**src/rtl/cdb_arbiter.sv**
```systemverilog
// cdb_arbiter: round-robin arbiter granting the Common Data Bus to one FU per cycle.
// Optional macro CDB_STALL_CNT_EN adds per-FU saturating stall counters on port stall_cnt.
module cdb_arbiter #(
  parameter int N_UNITS = 4,
  parameter int DATA_W  = 32,
  parameter int TAG_W   = 6,
  parameter int STALL_W = 8
) (
  input  logic                        clock,
  input  logic                        reset_n,
  input  logic [N_UNITS-1:0]          unit_rts,
  input  logic [N_UNITS*DATA_W-1:0]   unit_data,
  input  logic [N_UNITS*TAG_W-1:0]    unit_source,
  output logic [N_UNITS-1:0]          unit_xmit,
  output logic [DATA_W-1:0]           CDB_data,
  output logic [TAG_W-1:0]            CDB_source,
  output logic                        CDB_write,
  output logic [$clog2(N_UNITS)-1:0]  grant_id,
  output logic                        error
`ifdef CDB_STALL_CNT_EN
  ,
  output logic [N_UNITS*STALL_W-1:0]  stall_cnt
`endif
);

  localparam int IDX_W = $clog2(N_UNITS);

  logic [IDX_W-1:0]   rr_ptr_r;
  logic [IDX_W-1:0]   last_grant_r;
  logic               last_grant_valid_r;

  logic [N_UNITS-1:0] eligible_s;
  logic [N_UNITS-1:0] win_onehot_s;
  logic               win_found_s;
  logic [IDX_W-1:0]   win_idx_s;
  logic [DATA_W-1:0]  win_data_s;
  logic [TAG_W-1:0]   win_source_s;
  logic               win_tag_ok_s;
  logic [IDX_W-1:0]   rr_next_s;

  function automatic logic [IDX_W-1:0] wrap_add(input logic [IDX_W-1:0] base, input int offs);
    int sum;
    sum = int'(base) + offs;
    if (sum >= N_UNITS) begin
      sum = sum - N_UNITS;
    end else begin
      sum = sum;
    end
    return IDX_W'(sum);
  endfunction

  // Previous winner is masked for one cycle while it is still dropping rts.
  always_comb begin
    eligible_s = '0;
    for (int i = 0; i < N_UNITS; i++) begin
      eligible_s[i] = unit_rts[i] & ~(last_grant_valid_r & (last_grant_r == IDX_W'(i)));
    end
  end

  // Round-robin scan starting at rr_ptr; first eligible index wins.
  always_comb begin
    win_found_s = 1'b0;
    win_idx_s   = '0;
    for (int k = 0; k < N_UNITS; k++) begin
      win_idx_s   = (eligible_s[wrap_add(rr_ptr_r, k)] && !win_found_s) ? wrap_add(rr_ptr_r, k) : win_idx_s;
      win_found_s = win_found_s | eligible_s[wrap_add(rr_ptr_r, k)];
    end
    win_data_s             = unit_data[int'(win_idx_s)*DATA_W +: DATA_W];
    win_source_s           = unit_source[int'(win_idx_s)*TAG_W +: TAG_W];
    win_tag_ok_s           = (win_source_s != TAG_W'(0));
    win_onehot_s           = '0;
    win_onehot_s[win_idx_s] = win_found_s;
    rr_next_s              = (win_idx_s == IDX_W'(N_UNITS - 1)) ? IDX_W'(0) : win_idx_s + IDX_W'(1);
  end

  // Registered broadcast, grant and arbitration state.
  always_ff @(posedge clock or negedge reset_n) begin
    if (!reset_n) begin
      unit_xmit          <= '0;
      CDB_data           <= '0;
      CDB_source         <= '0;
      CDB_write          <= 1'b0;
      grant_id           <= '0;
      error              <= 1'b0;
      rr_ptr_r           <= '0;
      last_grant_r       <= '0;
      last_grant_valid_r <= 1'b0;
    end else if (win_found_s) begin
      unit_xmit          <= win_onehot_s;
      CDB_data           <= win_data_s;
      CDB_source         <= win_source_s;
      // A tag-0 winner still drains via xmit but never reaches the bus.
      CDB_write          <= win_tag_ok_s;
      grant_id           <= win_idx_s;
      error              <= error | ~win_tag_ok_s;
      rr_ptr_r           <= rr_next_s;
      last_grant_r       <= win_idx_s;
      last_grant_valid_r <= 1'b1;
    end else begin
      unit_xmit          <= '0;
      CDB_write          <= 1'b0;
      last_grant_valid_r <= 1'b0;
    end
  end

`ifdef CDB_STALL_CNT_EN
  // Per-FU saturating count of cycles spent requesting without a grant.
  always_ff @(posedge clock or negedge reset_n) begin
    if (!reset_n) begin
      stall_cnt <= '0;
    end else begin
      for (int i = 0; i < N_UNITS; i++) begin
        if (win_found_s && (win_idx_s == IDX_W'(i))) begin
          stall_cnt[i*STALL_W +: STALL_W] <= '0;
        end else if (unit_rts[i] && (stall_cnt[i*STALL_W +: STALL_W] != {STALL_W{1'b1}})) begin
          stall_cnt[i*STALL_W +: STALL_W] <= stall_cnt[i*STALL_W +: STALL_W] + STALL_W'(1);
        end
      end
    end
  end
`endif

endmodule

```
**config.mk**
```make
export PLATFORM = sky130hd
export DESIGN_NAME = cdb_arbiter
export DESIGN_NICKNAME = d
export VERILOG_FILES = /design/src/rtl/cdb_arbiter.sv
export SDC_FILE = /design/constraint.sdc
export NUM_CORES = 1
export LEC_CHECK = 0
export BUFFER_PORTS_ARGS = -buffer_cell sky130_fd_sc_hd__buf_2
export CORE_AREA = 2 2 87 89
export CTS_CLUSTER_SIZE = 30
export DETAILED_ROUTE_END_ITERATION = 10
export DIE_AREA = 0 0 89 91
export PLACE_DENSITY = 0.82
export REMOVE_ABC_BUFFERS = 1
export SETUP_SLACK_MARGIN = 0.3
export SLEW_MARGIN = 15
export SYNTH_ARGS = -nofsm -noshare
export SYNTH_HDL_FRONTEND = slang
export SYNTH_SLANG_ARGS = --single-unit
```
**constraint.sdc**
```tcl
create_clock -name clock -period 4.45 [get_ports clock]
set_input_delay 0.2225 -clock clock [delete_from_list [all_inputs] [get_ports clock]]
set_output_delay 0.2225 -clock clock [all_outputs]
set_load 0.1 [all_outputs]
```
==> results of run 1 <==
[layout make-up]
class,count,area [µm²]
fillers,671,2720
multi-input cells,291,1860
flip-flops and latches,49,1230
repair buffers,211,1080
well taps,99,124
clock buffers,7,86.3
clock inverters,1,30.0
inverters,3,11.3
[metrics by stage]
stage                     instances  utilization  instance area [µm²]  setup TNS, ns  setup WS [ns]
after floorplan                 343            -                 3090         -80.23          -2.09
after global placement          652        0.601                 4290              0          0.871
after detailed placement        652        0.601                 4290              0          0.703
after CTS                       660        0.618                 4410              0          0.694
after global routing            661        0.619                 4420              0          0.411
final                           661        0.619                 4420              0          0.680
[synth_stat cells, types with 2 or more instances]
| library cell | n | area share |
|---|---|---|
| o21ai_0 | 18 | 0.028 |
| nor2_1 | 9 | 0.010 |
| and2_1 | 15 | 0.029 |
| o221ai_1 | 20 | 0.054 |
| dfrtp_1 | 49 | 0.38 |
| a211oi_1 | 7 | 0.016 |
| a31o_1 | 3 | 0.0081 |
| ha_1 | 4 | 0.015 |
| mux2i_1 | 37 | 0.11 |
| inv_2 | 2 | 0.0023 |
| nand2b_1 | 4 | 0.0077 |
| clkbuf_1 | 14 | 0.016 |
| a21oi_1 | 3 | 0.0046 |
| a2bb2oi_1 | 6 | 0.016 |
| buf_6 | 2 | 0.0069 |
| nand2_1 | 86 | 0.10 |
| buf_4 | 4 | 0.0093 |
| buf_2 | 9 | 0.014 |
| nor2b_1 | 5 | 0.0096 |
| o221a_2 | 3 | 0.010 |
| a31o_2 | 12 | 0.032 |
| nand3_1 | 42 | 0.065 |
[worst max-delay path, delay by kind of cell (launching register included)]
kind,cells,cell delay (ns)
AO/OA/AOI/OAI,2,0.44
XOR/XNOR,1,0.35
buffers and inverters,2,0.43
flip-flops,1,0.79
multiplexers,1,0.61
AND/OR/NAND/NOR,4,1.00
[per-layer routing]
metal | vias up | share of wire
met3 | 14 | 0.076
met1 | 1659 | 0.38
met2 | 161 | 0.52
met4 | 0 | 0.015
li1 | 1716 | -
met5 | - | 0
[repair_timing]
item	in CTS	in global routing
gates resized for setup	0	0
hold buffers	0	1
hold endpoints to repair	0	31
buffers inserted	0	0
[final timing paths]
check	cells past startpoint	to	slack, ns
worst max register to register	10	CDB_data[23]$_DFFE_PN0P_	0.68
worst min register to register	2	CDB_source[2]$_DFFE_PN0P_	0.49
worst min-delay path	3	CDB_data[29]$_DFFE_PN0P_	0.24
worst max-delay path	10	CDB_data[23]$_DFFE_PN0P_	0.68
min in group asynchronous	2	CDB_data[22]$_DFFE_PN0P_	0.46
max in group asynchronous	2	CDB_data[31]$_DFFE_PN0P_	3.55
[cells by family after synthesis]
family,Yosys count,synth area share
xor+xnor,2,0.00772
mux,39,0.125
simple gates,166,0.231
flops,49,0.378
fa+ha+maj,4,0.0154
buf+inv,32,0.0498
compound gates,80,0.193
[registers in the layout, indices dropped and copies added, names as in the netlist]
| register | cells |
|---|---|
| CDB_write | 1 |
| CDB_data | 32 |
| last_grant_valid_r | 1 |
| unit_xmit | 4 |
| rr_ptr_r | 2 |
| last_grant_r | 2 |
| CDB_source | 6 |
| error | 1 |
==> flow_summary.html, run 1 <==
<table>
<tr><th>Metric</th><th>Value</th></tr>
<tr><th colspan="2">Status</th></tr>
<tr><td>Result of the run</td><td>finished clean</td></tr>
<tr><th colspan="2">Place</th></tr>
<tr><td>Port-buffer cells</td><td>approximately 200</td></tr>
<tr><td>Sum of net half-perimeters after detailed placement</td><td>7560 µm</td></tr>
<tr><td>Routability Congestion</td><td>roughly 0.86</td></tr>
<tr><th colspan="2">Global route</th></tr>
<tr><td>Global-route wire length before repair</td><td>around 16000 µm</td></tr>
<tr><td>Initial antenna violation count</td><td>0</td></tr>
<tr><td>Via count of the first global-routing pass</td><td>3508</td></tr>
<tr><td>Largest net degree at the start of global routing</td><td>68</td></tr>
<tr><td>GRT Total Usage</td><td>0.250</td></tr>
<tr><td>Met2 usage in global routing</td><td>0.443</td></tr>
<tr><td>Most Used Layer, Global Route</td><td>met2</td></tr>
<tr><td>GRT overflow</td><td>0</td></tr>
<tr><td>Global-route track usage on met3</td><td>0.0536</td></tr>
<tr><td>Met1 GRT Util</td><td>0.302</td></tr>
<tr><th colspan="2">Layout</th></tr>
<tr><td>Commonest cells after routing, fill and taps aside</td><td>buf_2, nand2_1, dfrtp_1</td></tr>
<tr><td>Fin nets</td><td>between 700 and 800</td></tr>
<tr><td>Count of antenna diodes in the layout</td><td>0</td></tr>
<tr><td>Area growth from synthesis to layout</td><td>36.3%</td></tr>
<tr><td>Most common cell after layout, fill and taps aside</td><td>buf_2</td></tr>
<tr><td>Proportion of layout cells with a drive suffix above 1</td><td>0.429</td></tr>
<tr><th colspan="2">Timing</th></tr>
<tr><td>Clock period minus final worst setup slack</td><td>3.77 ns</td></tr>
<tr><td>Max Fclk</td><td>0.265 GHz</td></tr>
<tr><td>Remaining max-slew budget at the tightest pin</td><td>0.416</td></tr>
<tr><td>Hold Vio Cnt, Final</td><td>0</td></tr>
<tr><td>Tightest Pin Transition</td><td>0.877 ns</td></tr>
<tr><td>Setup repair after global routing missed its margin</td><td>false</td></tr>
<tr><td>Setup Viol. Count Final</td><td>0</td></tr>
<tr><td>Worst clock skew on the final layout</td><td>about 0.013 ns</td></tr>
<tr><td>WHS</td><td>approximately 0.24 ns</td></tr>
<tr><td>Number of pins exceeding their max-slew limit in the final report</td><td>0</td></tr>
<tr><td>Period utilization</td><td>0.847</td></tr>
<tr><th colspan="2">Critical path</th></tr>
<tr><td>Critical path data required time</td><td>4.64 ns</td></tr>
<tr><td>Cell-by-cell trace of the critical path</td><td>xor2_2 -&gt; a21oi_1 -&gt; and2_0 -&gt; mux4_2 -&gt; nor2_2 -&gt; inv_2 -&gt; buf_4 -&gt; nand2_1 -&gt; nand3_1 -&gt; a31o_1</td></tr>
<tr><td>Critical path class</td><td>flip-flop to flip-flop</td></tr>
<tr><td>Arrival time of data at the critical path endpoint</td><td>about 4.0 ns</td></tr>
<tr><td>Endpoint kind of the worst setup timing path</td><td>flip-flop</td></tr>
<tr><td>Standard cell with the maximum stage delay on the critical path</td><td>dfrtp_1</td></tr>
<tr><td>Type of origin of the critical path</td><td>flip-flop</td></tr>
<tr><td>Peak per-stage delay on the critical path</td><td>about 0.8 ns</td></tr>
<tr><td>Crit-path max FO</td><td>67</td></tr>
<tr><td>Beginning of the critical path</td><td>rr_ptr_r[0]$_DFFE_PN0P_</td></tr>
<tr><td>Origin of the critical flop-to-flop path</td><td>rr_ptr_r[0]$_DFFE_PN0P_</td></tr>
<tr><th colspan="2">Drt</th></tr>
<tr><td>Violation count after the first detailed-route iteration</td><td>about 110</td></tr>
<tr><td>Count of nets left with antenna violations after detail routing</td><td>0</td></tr>
<tr><td>Number of vias in the routed layout</td><td>roughly 3600</td></tr>
<tr><td>DRC errors left</td><td>0</td></tr>
<tr><td>Drt total wl</td><td>between 10000 and 15000 µm</td></tr>
<tr><td>Detail-routed via count per cell</td><td>5.37</td></tr>
<tr><td>Count of TritonRoute iterations in the first routing pass</td><td>4</td></tr>
<tr><td>Mean routed wirelength per cell</td><td>around 15 µm</td></tr>
<tr><th colspan="2">Synth</th></tr>
<tr><td>Number of instances in the synthesized netlist</td><td>372</td></tr>
<tr><td>Netlist Area Pre-Place</td><td>3240 µm²</td></tr>
<tr><td>Library cells used by synthesis</td><td>40</td></tr>
<tr><td>Sequential area share after synthesis</td><td>0.378</td></tr>
<tr><td>Most frequently used flop master after synthesis</td><td>dfrtp_1</td></tr>
<tr><td>Number of warnings issued by yosys</td><td>0</td></tr>
<tr><td>Post-synth EDFFs</td><td>0</td></tr>
<tr><td>Fraction of synthesis flops using an asynchronous set or reset pin</td><td>1.00</td></tr>
<tr><td>Avg Synthesized Cell Area</td><td>~8.7 µm²</td></tr>
<tr><td>Number of synthesized register bits</td><td>49</td></tr>
<tr><th colspan="2">Clock network</th></tr>
<tr><td>Number of clock sinks</td><td>49</td></tr>
<tr><td>CTS tree</td><td>built</td></tr>
<tr><td>Clock slew at the register clock pins of the worst setup and hold paths</td><td>0.09 ns</td></tr>
<tr><td>Clock buffers created by TritonCTS</td><td>5</td></tr>
<tr><td>Number of buffers on the longest clock path</td><td>2</td></tr>
<tr><td>Worst-Skew Late Latency</td><td>~0.30 ns</td></tr>
<tr><td>H-Tree Depth</td><td>2</td></tr>
<tr><td>Clock Root Buffer</td><td>clkbuf_8</td></tr>
<tr><th colspan="2">Floorplan</th></tr>
<tr><td>IO Pins</td><td>204</td></tr>
<tr><td>Initial Utilization</td><td>0.454</td></tr>
<tr><td>Core area</td><td>slightly above 7000 µm²</td></tr>
<tr><td>Die Ht</td><td>about 91 µm</td></tr>
<tr><td>Die extent in x</td><td>around 89 µm</td></tr>
<tr><td>Die footprint</td><td>8100 µm²</td></tr>
<tr><td>FP Rows</td><td>31</td></tr>
<tr><th colspan="2">Worst hold path</th></tr>
<tr><td>Hold_sp</td><td>unit_data[125]</td></tr>
<tr><td>Worst hold path type</td><td>primary input to flip-flop</td></tr>
<tr><th colspan="2">Job</th></tr>
<tr><td>Max-cap viol count</td><td>0</td></tr>
</table>
Power of run 1 is not shown: default switching activity piles up to over one toggle a cycle in this logic, so the estimate is an artifact.
==> run 2: changes to the inputs <==
--- a/config.mk
+++ b/config.mk
@@ -6,11 +6,11 @@
 export NUM_CORES = 1
 export LEC_CHECK = 0
 export BUFFER_PORTS_ARGS = -buffer_cell sky130_fd_sc_hd__buf_2
-export CORE_AREA = 2 2 87 89
+export CORE_AREA = 2 2 90 92
 export CTS_CLUSTER_SIZE = 30
 export DETAILED_ROUTE_END_ITERATION = 10
-export DIE_AREA = 0 0 89 91
-export PLACE_DENSITY = 0.82
+export DIE_AREA = 0 0 92 94
+export PLACE_DENSITY = 0.77
 export REMOVE_ABC_BUFFERS = 1
 export SETUP_SLACK_MARGIN = 0.3
 export SLEW_MARGIN = 15
==> constraint.sdc (replaced) <==
create_clock -name clock -period 3.93 [get_ports clock]
set_input_delay 0.1965 -clock clock [delete_from_list [all_inputs] [get_ports clock]]
set_output_delay 0.1965 -clock clock [all_outputs]
set_load 0.1 [all_outputs]
==> flow_summary.html, run 2 (same netlist as run 1, synthesis figures left out) <==
<table>
<tr><th>Metric</th><th>Value</th></tr>
<tr><th colspan="2">Status</th></tr>
<tr><td>Result of the run</td><td>finished clean</td></tr>
<tr><th colspan="2">Critical path</th></tr>
<tr><td>Peak per-stage delay on the critical path</td><td>0.61 ns (-0.18 ns)</td></tr>
<tr><td>Number of buffer and inverter stages on the critical path</td><td>2 (unchanged)</td></tr>
<tr><td>Standard cell with the maximum stage delay on the critical path</td><td>mux4_2</td></tr>
<tr><td>Count of cell instances traversed by the critical path</td><td>10 (unchanged)</td></tr>
<tr><td>Cell-by-cell trace of the critical path</td><td>xor2_2 -&gt; o221ai_2 -&gt; and2_0 -&gt; mux4_2 -&gt; nor2_2 -&gt; inv_2 -&gt; buf_4 -&gt; nand2_1 -&gt; nand3_1 -&gt; a31o_2</td></tr>
<tr><td>Critical path data required time</td><td>4.12 ns (-0.52 ns)</td></tr>
<tr><td>Critical path class</td><td>flip-flop to flip-flop</td></tr>
<tr><td>Type of origin of the critical path</td><td>flip-flop</td></tr>
<tr><td>Arrival time of data at the critical path endpoint</td><td>3.41 ns (-0.55 ns)</td></tr>
<tr><td>Crit-path max FO</td><td>67 (unchanged)</td></tr>
<tr><td>Category of cells accounting for the largest share of critical-path delay</td><td>simple AND/OR/NAND/NOR gates</td></tr>
<tr><td>Worst Reg2Reg Path Length in Cells</td><td>10 (unchanged)</td></tr>
<tr><td>Endpoint kind of the worst setup timing path</td><td>flip-flop</td></tr>
<tr><th colspan="2">Clock network</th></tr>
<tr><td>Clock slew at the register clock pins of the worst setup and hold paths</td><td>0.09 ns (about the same)</td></tr>
<tr><td>CTS tree</td><td>built</td></tr>
<tr><td>Clock Root Buffer</td><td>clkbuf_8</td></tr>
<tr><td>CTS Hold Bufs</td><td>0 (unchanged)</td></tr>
<tr><td>Number of buffers on the longest clock path</td><td>2 (unchanged)</td></tr>
<tr><td>Number of clock sinks</td><td>49 (unchanged)</td></tr>
<tr><td>Resized Gates After CTS</td><td>0 (unchanged)</td></tr>
<tr><td>Post-CTS Repair Setup Buffers</td><td>0 (unchanged)</td></tr>
<tr><td>H-Tree Depth</td><td>2 (unchanged)</td></tr>
<tr><td>Worst-Skew Late Latency</td><td>0.30 ns (about the same)</td></tr>
<tr><td>Clock buffers created by TritonCTS</td><td>5 (unchanged)</td></tr>
<tr><th colspan="2">Layout</th></tr>
<tr><td>Seq. cell area</td><td>1230 µm² (unchanged)</td></tr>
<tr><td>Area growth from synthesis to layout</td><td>35.8%</td></tr>
<tr><td>Number of fill cells in the layout</td><td>727 (+8.3%)</td></tr>
<tr><td>Top Registers</td><td>CDB_data x32, CDB_source x6, unit_xmit x4</td></tr>
<tr><td>Proportion of layout cells with a drive suffix above 1</td><td>0.430 (+0.00126)</td></tr>
<tr><td>Fin nets</td><td>726 (+0.41%)</td></tr>
<tr><td>Biggest register</td><td>CDB_data</td></tr>
<tr><td>Post-route cell area</td><td>4410 µm² (-0.34%)</td></tr>
<tr><td>Count of antenna diodes in the layout</td><td>0 (unchanged)</td></tr>
<tr><td>Footprint of the multi-input gates</td><td>1860 µm² (unchanged)</td></tr>
<tr><td>Most common cell after layout, fill and taps aside</td><td>buf_2</td></tr>
<tr><td>Commonest cells after routing, fill and taps aside</td><td>buf_2, nand2_1, dfrtp_1</td></tr>
<tr><td>Number of flip-flops in the largest register</td><td>32 (unchanged)</td></tr>
<tr><th colspan="2">Floorplan</th></tr>
<tr><td>Die extent in x</td><td>92 µm (+3.4%)</td></tr>
<tr><td>IO Pins</td><td>204 (unchanged)</td></tr>
<tr><td>Die footprint</td><td>8650 µm² (+6.8%)</td></tr>
<tr><td>Die Ht</td><td>94 µm (+3.3%)</td></tr>
<tr><td>Core area</td><td>7610 µm² (+6.6%)</td></tr>
<tr><td>Initial Utilization</td><td>0.426 (-0.0281)</td></tr>
<tr><td>FP Rows</td><td>32 (+3.2%)</td></tr>
<tr><th colspan="2">Global route</th></tr>
<tr><td>Via count of the first global-routing pass</td><td>3414 (-2.7%)</td></tr>
<tr><td>Global-route wire length before repair</td><td>16000 µm (-1.7%)</td></tr>
<tr><td>Initial antenna violation count</td><td>0 (unchanged)</td></tr>
<tr><td>Largest net degree at the start of global routing</td><td>68 (unchanged)</td></tr>
<tr><td>GRT overflow</td><td>0 (unchanged)</td></tr>
<tr><td>GRT Total Usage</td><td>0.230 (-0.0207)</td></tr>
<tr><th colspan="2">Place</th></tr>
<tr><td>Routability Congestion</td><td>0.825 (-3.7%)</td></tr>
<tr><td>Port-buffer cells</td><td>203 (unchanged)</td></tr>
<tr><td>Placed Area</td><td>4330 µm² (+0.79%)</td></tr>
<tr><td>Sum of net half-perimeters after detailed placement</td><td>7660 µm (+1.3%)</td></tr>
<tr><td>Placement Setup Slack</td><td>0.719 ns (+0.0156 ns)</td></tr>
<tr><th colspan="2">Drt</th></tr>
<tr><td>Mean routed wirelength per cell</td><td>15.4 µm (+0.68%)</td></tr>
<tr><td>Violation count after the first detailed-route iteration</td><td>130 (+15%)</td></tr>
<tr><td>Number of vias in the routed layout</td><td>3556 (+0.17%)</td></tr>
<tr><td>Highest metal layer with signal wires</td><td>met4</td></tr>
<tr><td>Drt total wl</td><td>10300 µm (+1.6%)</td></tr>
<tr><td>Routed metal-1 wire length</td><td>4360 µm (+12%)</td></tr>
<tr><td>Routed wire length on met3</td><td>790 µm (+2.3%)</td></tr>
<tr><td>Count of TritonRoute iterations in the first routing pass</td><td>4 (unchanged)</td></tr>
<tr><td>Count of nets left with antenna violations after detail routing</td><td>0 (unchanged)</td></tr>
<tr><td>DRC errors left</td><td>0 (unchanged)</td></tr>
<tr><td>Routed wire length on met2</td><td>4920 µm (-7.4%)</td></tr>
<tr><td>Detail-routed via count per cell</td><td>5.33 (-0.73%)</td></tr>
<tr><th colspan="2">Timing</th></tr>
<tr><td>Worst clock skew on the final layout</td><td>0.00670 ns (-0.00666 ns)</td></tr>
<tr><td>Setup Viol. Count Final</td><td>0 (unchanged)</td></tr>
<tr><td>Min setup slack post-route</td><td>0.711 ns (+0.0302 ns)</td></tr>
<tr><td>Period utilization</td><td>0.819 (-0.0279)</td></tr>
<tr><td>Max Fclk</td><td>0.311 GHz (+17%)</td></tr>
<tr><td>Number of pins exceeding their max-slew limit in the final report</td><td>0 (unchanged)</td></tr>
<tr><td>Tightest Pin Transition</td><td>0.876 ns (-0.00107 ns)</td></tr>
<tr><td>Hold Vio Cnt, Final</td><td>0 (unchanged)</td></tr>
<tr><td>Clock period minus final worst setup slack</td><td>3.22 ns (-0.550 ns)</td></tr>
<tr><td>Setup repair after global routing missed its margin</td><td>false</td></tr>
<tr><td>Final setup TNS</td><td>0 ns (unchanged)</td></tr>
<tr><td>Remaining max-slew budget at the tightest pin</td><td>0.416 (+0.000716)</td></tr>
<tr><th colspan="2">Worst hold path</th></tr>
<tr><td>Worst hold path type</td><td>primary input to asynchronous set/reset pin</td></tr>
<tr><th colspan="2">Job</th></tr>
<tr><td>Max-cap viol count</td><td>0 (unchanged)</td></tr>
</table>
run 2: cell count changes in the layout (fill, tap and decap cells not counted):
cell | previous run | this run
clkbuf_8 | 6 | 5
dlygate4sd3_1 | 1 | 0
buf_4 | 8 | 11
bufinv_16 | 1 | 0
buf_2 | 202 | 203
clkbuf_1 | 1 | 3
run 2: worst paths after layout:
check	slack (ns)	endpoint	start
max in group asynchronous	3.48	CDB_data[19]$_DFFE_PN0P_	reset_n
worst min-delay path	0.001	CDB_data[21]$_DFFE_PN0P_	reset_n
worst min register to register	0.48	CDB_source[2]$_DFFE_PN0P_	CDB_source[2]$_DFFE_PN0P_
min in group clock	0.21	CDB_data[28]$_DFFE_PN0P_	unit_data[124]
worst max register to register	0.71	CDB_data[14]$_DFFE_PN0P_	rr_ptr_r[0]$_DFFE_PN0P_
worst max-delay path	0.71	CDB_data[14]$_DFFE_PN0P_	rr_ptr_r[0]$_DFFE_PN0P_
run 2: layout make-up:
type | instances | share of cell area
clock buffers | 8 | 0.0182
well taps | 102 | 0.0290
repair buffers | 214 | 0.249
flip-flops and latches | 49 | 0.278
multi-input cells | 291 | 0.423
inverters | 3 | 0.00256
run 2: routing by layer:
metal  vias up  track usage
li1       1726            -
met1      1664        0.290
met2       149        0.386
met3        17       0.0578
met4         0       0.0746
met5         -            0
run 2: per-stage QoR:
step	hold slack [ns]	instances	util
6_report	0.00119	667	0.579
5_1_grt	0.0507	667	0.579
4_1_cts	0.0220	667	0.579
3_5_place_dp	0.352	659	0.569
3_3_place_gp	0.344	659	0.569
2_1_floorplan	-0.0991	343	-
Power of run 2 is left out for the same reason.
==> run 3: changes to the inputs <==
--- a/config.mk
+++ b/config.mk
@@ -6,11 +6,11 @@
 export NUM_CORES = 1
 export LEC_CHECK = 0
 export BUFFER_PORTS_ARGS = -buffer_cell sky130_fd_sc_hd__buf_2
-export CORE_AREA = 2 2 90 92
+export CORE_AREA = 2 2 95 97
 export CTS_CLUSTER_SIZE = 30
 export DETAILED_ROUTE_END_ITERATION = 10
-export DIE_AREA = 0 0 92 94
-export PLACE_DENSITY = 0.77
+export DIE_AREA = 0 0 97 99
+export PLACE_DENSITY = 0.72
 export REMOVE_ABC_BUFFERS = 1
 export SETUP_SLACK_MARGIN = 0.3
 export SLEW_MARGIN = 15
==> constraint.sdc (replaced) <==
create_clock -name clock -period 2.7 [get_ports clock]
set_input_delay 0.135 -clock clock [delete_from_list [all_inputs] [get_ports clock]]
set_output_delay 0.135 -clock clock [all_outputs]
set_load 0.1 [all_outputs]
==> flow_summary.html, run 3 (same netlist as run 1, synthesis figures left out) <==
<table>
<tr><th>Metric</th><th>Value</th></tr>
<tr><th colspan="2">Timing</th></tr>
<tr><td>Tightest Pin Transition</td><td>0.513 ns (-0.362 ns)</td></tr>
<tr><td>Period utilization</td><td>0.995 (+0.175)</td></tr>
<tr><td>Number of pins exceeding their max-slew limit in the final report</td><td>0 (unchanged)</td></tr>
<tr><td>Final setup TNS</td><td>0 ns (unchanged)</td></tr>
<tr><td>Setup repair after global routing missed its margin</td><td>true</td></tr>
<tr><td>Setup Viol. Count Final</td><td>0 (unchanged)</td></tr>
<tr><td>Worst clock skew on the final layout</td><td>0.00938 ns (+0.00267 ns)</td></tr>
<tr><td>Remaining max-slew budget at the tightest pin</td><td>0.660 (+0.244)</td></tr>
<tr><td>Hold Vio Cnt, Final</td><td>0 (unchanged)</td></tr>
<tr><td>WHS</td><td>0.130 ns (+0.129 ns)</td></tr>
<tr><td>Max Fclk</td><td>0.372 GHz (+20%)</td></tr>
<tr><td>Clock period minus final worst setup slack</td><td>2.69 ns (-0.534 ns)</td></tr>
<tr><th colspan="2">Drt</th></tr>
<tr><td>Count of nets left with antenna violations after detail routing</td><td>0 (unchanged)</td></tr>
<tr><td>Detail-routed via count per cell</td><td>5.42 (+1.6%)</td></tr>
<tr><td>Highest metal layer with signal wires</td><td>met4</td></tr>
<tr><td>Routed metal-1 wire length</td><td>5030 µm (+15%)</td></tr>
<tr><td>Number of vias in the routed layout</td><td>3918 (+10%)</td></tr>
<tr><td>Drt total wl</td><td>12200 µm (+19%)</td></tr>
<tr><td>DRC errors left</td><td>0 (unchanged)</td></tr>
<tr><td>Mean routed wirelength per cell</td><td>16.9 µm (+9.4%)</td></tr>
<tr><td>Routed wire length on met3</td><td>748 µm (-5.3%)</td></tr>
<tr><td>Routed wire length on met2</td><td>6250 µm (+27%)</td></tr>
<tr><td>Count of TritonRoute iterations in the first routing pass</td><td>5 (+1)</td></tr>
<tr><td>Violation count after the first detailed-route iteration</td><td>118 (-9.2%)</td></tr>
<tr><th colspan="2">Floorplan</th></tr>
<tr><td>Die footprint</td><td>9600 µm² (+11%)</td></tr>
<tr><td>Die Ht</td><td>99 µm (+5.3%)</td></tr>
<tr><td>Initial Utilization</td><td>0.379 (-0.0470)</td></tr>
<tr><td>FP Rows</td><td>34 (+6.3%)</td></tr>
<tr><td>IO Pins</td><td>204 (unchanged)</td></tr>
<tr><td>Core area</td><td>8550 µm² (+12%)</td></tr>
<tr><td>Die extent in x</td><td>97 µm (+5.4%)</td></tr>
<tr><th colspan="2">Layout</th></tr>
<tr><td>Number of flip-flops in the largest register</td><td>32 (unchanged)</td></tr>
<tr><td>Most common cell after layout, fill and taps aside</td><td>buf_2</td></tr>
<tr><td>Top Registers</td><td>CDB_data x32, CDB_source x6, unit_xmit x4</td></tr>
<tr><td>Biggest register</td><td>CDB_data</td></tr>
<tr><td>Fin nets</td><td>775 (+6.7%)</td></tr>
<tr><td>Proportion of layout cells with a drive suffix above 1</td><td>0.552 (+0.122)</td></tr>
<tr><td>Commonest cells after routing, fill and taps aside</td><td>buf_2, nand2_1, dfrtp_1</td></tr>
<tr><td>Area growth from synthesis to layout</td><td>68.0%</td></tr>
<tr><th colspan="2">Critical path</th></tr>
<tr><td>Category of cells accounting for the largest share of critical-path delay</td><td>buffers and inverters</td></tr>
<tr><td>Critical path class</td><td>flip-flop to flip-flop</td></tr>
<tr><td>Critical path data required time</td><td>2.90 ns (-1.22 ns)</td></tr>
<tr><td>Reg-to-reg endpoint</td><td>CDB_data[9]$_DFFE_PN0P_</td></tr>
<tr><td>Type of origin of the critical path</td><td>flip-flop</td></tr>
<tr><td>Setup slack on the worst flop-to-flop path</td><td>0.01 ns (-0.70 ns)</td></tr>
<tr><td>Most repeated library cell on the critical path</td><td>buf_12</td></tr>
<tr><td>Arrival time of data at the critical path endpoint</td><td>2.89 ns (-0.52 ns)</td></tr>
<tr><td>Peak per-stage delay on the critical path</td><td>0.53 ns (-0.08 ns)</td></tr>
<tr><td>Cell-by-cell trace of the critical path</td><td>buf_4 -&gt; buf_12 -&gt; nand2b_1 -&gt; o221a_4 -&gt; nor2_1 -&gt; mux4_2 -&gt; nor2_4 -&gt; buf_12 -&gt; inv_12 -&gt; clkbuf_16 -&gt; nand2_2 -&gt; nand3_2 -&gt; a31o_2</td></tr>
<tr><td>Endpoint kind of the worst setup timing path</td><td>flip-flop</td></tr>
<tr><td>Standard cell with the maximum stage delay on the critical path</td><td>mux4_2</td></tr>
<tr><td>Number of buffer and inverter stages on the critical path</td><td>5 (+3)</td></tr>
<tr><td>Crit-path max FO</td><td>7 (-90%)</td></tr>
<tr><td>Worst Reg2Reg Path Length in Cells</td><td>13 (+3)</td></tr>
<tr><td>Origin of the critical flop-to-flop path</td><td>rr_ptr_r[0]$_DFFE_PN0P_</td></tr>
<tr><th colspan="2">Clock network</th></tr>
<tr><td>Number of clock sinks</td><td>49 (unchanged)</td></tr>
<tr><td>Number of buffers on the longest clock path</td><td>2 (unchanged)</td></tr>
<tr><td>Clock slew at the register clock pins of the worst setup and hold paths</td><td>0.10 ns (about the same)</td></tr>
<tr><td>CTS tree</td><td>built</td></tr>
<tr><td>Clock Root Buffer</td><td>clkbuf_8</td></tr>
<tr><td>Worst-Skew Late Latency</td><td>0.30 ns (about the same)</td></tr>
<tr><td>Clock buffers created by TritonCTS</td><td>5 (unchanged)</td></tr>
<tr><td>H-Tree Depth</td><td>2 (unchanged)</td></tr>
<tr><th colspan="2">Job</th></tr>
<tr><td>Max-cap viol count</td><td>0 (unchanged)</td></tr>
<tr><th colspan="2">Worst hold path</th></tr>
<tr><td>Worst hold path type</td><td>primary input to flip-flop</td></tr>
<tr><td>Number of cells on the worst hold path</td><td>3</td></tr>
<tr><td>Destination of the worst hold path</td><td>CDB_data[13]$_DFFE_PN0P_</td></tr>
<tr><td>Hold_sp</td><td>unit_data[109]</td></tr>
<tr><th colspan="2">Place</th></tr>
<tr><td>Port-buffer cells</td><td>203 (unchanged)</td></tr>
<tr><td>Routability Congestion</td><td>0.962 (+17%)</td></tr>
<tr><td>Sum of net half-perimeters after detailed placement</td><td>8220 µm (+7.3%)</td></tr>
<tr><th colspan="2">Global route</th></tr>
<tr><td>Largest net degree at the start of global routing</td><td>31 (-54%)</td></tr>
<tr><td>Initial antenna violation count</td><td>1 (+1)</td></tr>
<tr><td>Global-route wire length before repair</td><td>18400 µm (+15%)</td></tr>
<tr><td>Via count of the first global-routing pass</td><td>3815 (+12%)</td></tr>
<tr><td>GRT Total Usage</td><td>0.233 (+0.00304)</td></tr>
<tr><td>GRT overflow</td><td>0 (unchanged)</td></tr>
<tr><th colspan="2">Status</th></tr>
<tr><td>Result of the run</td><td>finished clean</td></tr>
</table>
==> run 3: routing by layer <==
metal / vias up / global-route usage
met3: 20 / 0.0340
met4: 0 / 0.0683
met5: - / 0
met2: 184 / 0.420
li1: 1839 / -
met1: 1875 / 0.289
==> run 3: worst max-delay path by stage <==
| stage | depth (start not counted) | start | end | slack (ns) |
|---|---|---|---|---|
| 2_1_floorplan | 6 | last_grant_r[0]$_DFFE_PN0P_ | CDB_data[10]$_DFFE_PN0P_ | -3.84 |
| 3_3_place_gp | 10 | rr_ptr_r[0]$_DFFE_PN0P_ | CDB_data[16]$_DFFE_PN0P_ | 0.1 |
| 3_5_place_dp | 12 | rr_ptr_r[0]$_DFFE_PN0P_ | CDB_data[25]$_DFFE_PN0P_ | -0.01 |
| 4_1_cts | 11 | rr_ptr_r[0]$_DFFE_PN0P_ | error$_DFFE_PN0P_ | 0.09 |
| 5_1_grt | 12 | rr_ptr_r[0]$_DFFE_PN0P_ | CDB_data[9]$_DFFE_PN0P_ | -0.09 |
| 6_report | 13 | rr_ptr_r[0]$_DFFE_PN0P_ | CDB_data[9]$_DFFE_PN0P_ | 0.01 |
==> run 3: per-stage QoR <==
stage                      util  setup WS (ns)  instance area, µm²  cells
after floorplan               -          -3.84                3090    343
after global placement    0.523         0.0986                4480    677
after detailed placement  0.523        -0.0144                4480    677
after CTS                 0.595         0.0897                5090    710
after global routing      0.637        -0.0901                5450    723
final                     0.637         0.0146                5450    723
==> run 3: area by class of cell <==
cell class | count | area [µm²]
diodes | 1 | 2.50
clock buffers | 5 | 68.8
clock inverters | 3 | 65.1
fillers | 723 | 3100
inverters | 3 | 23.8
multi-input cells | 291 | 2150
flip-flops and latches | 49 | 1230
well taps | 108 | 135
repair buffers | 262 | 1760
repair inverters | 1 | 8.76
==> run 3: worst register-to-register path: stages, from the launching register on <==
cell	delay (ns)
dfrtp_2	0.44
buf_4	0.15
buf_12	0.13
nand2b_1	0.14
o221a_4	0.23
nor2_1	0.05
mux4_2	0.53
nor2_4	0.16
buf_12	0.15
inv_12	0.06
clkbuf_16	0.16
nand2_2	0.07
nand3_2	0.07
a31o_2	0.26
==> run 3: timing repair <==
action,4_1_cts,5_1_grt
hold buffers,1,0
gates cloned,7,5
setup endpoints to repair,39,48
endpoints found under the hold margin,19,0
buffers inserted,17,7
pin swaps,17,34
resized for setup,43,49
Power of run 3 is left out for the same reason.
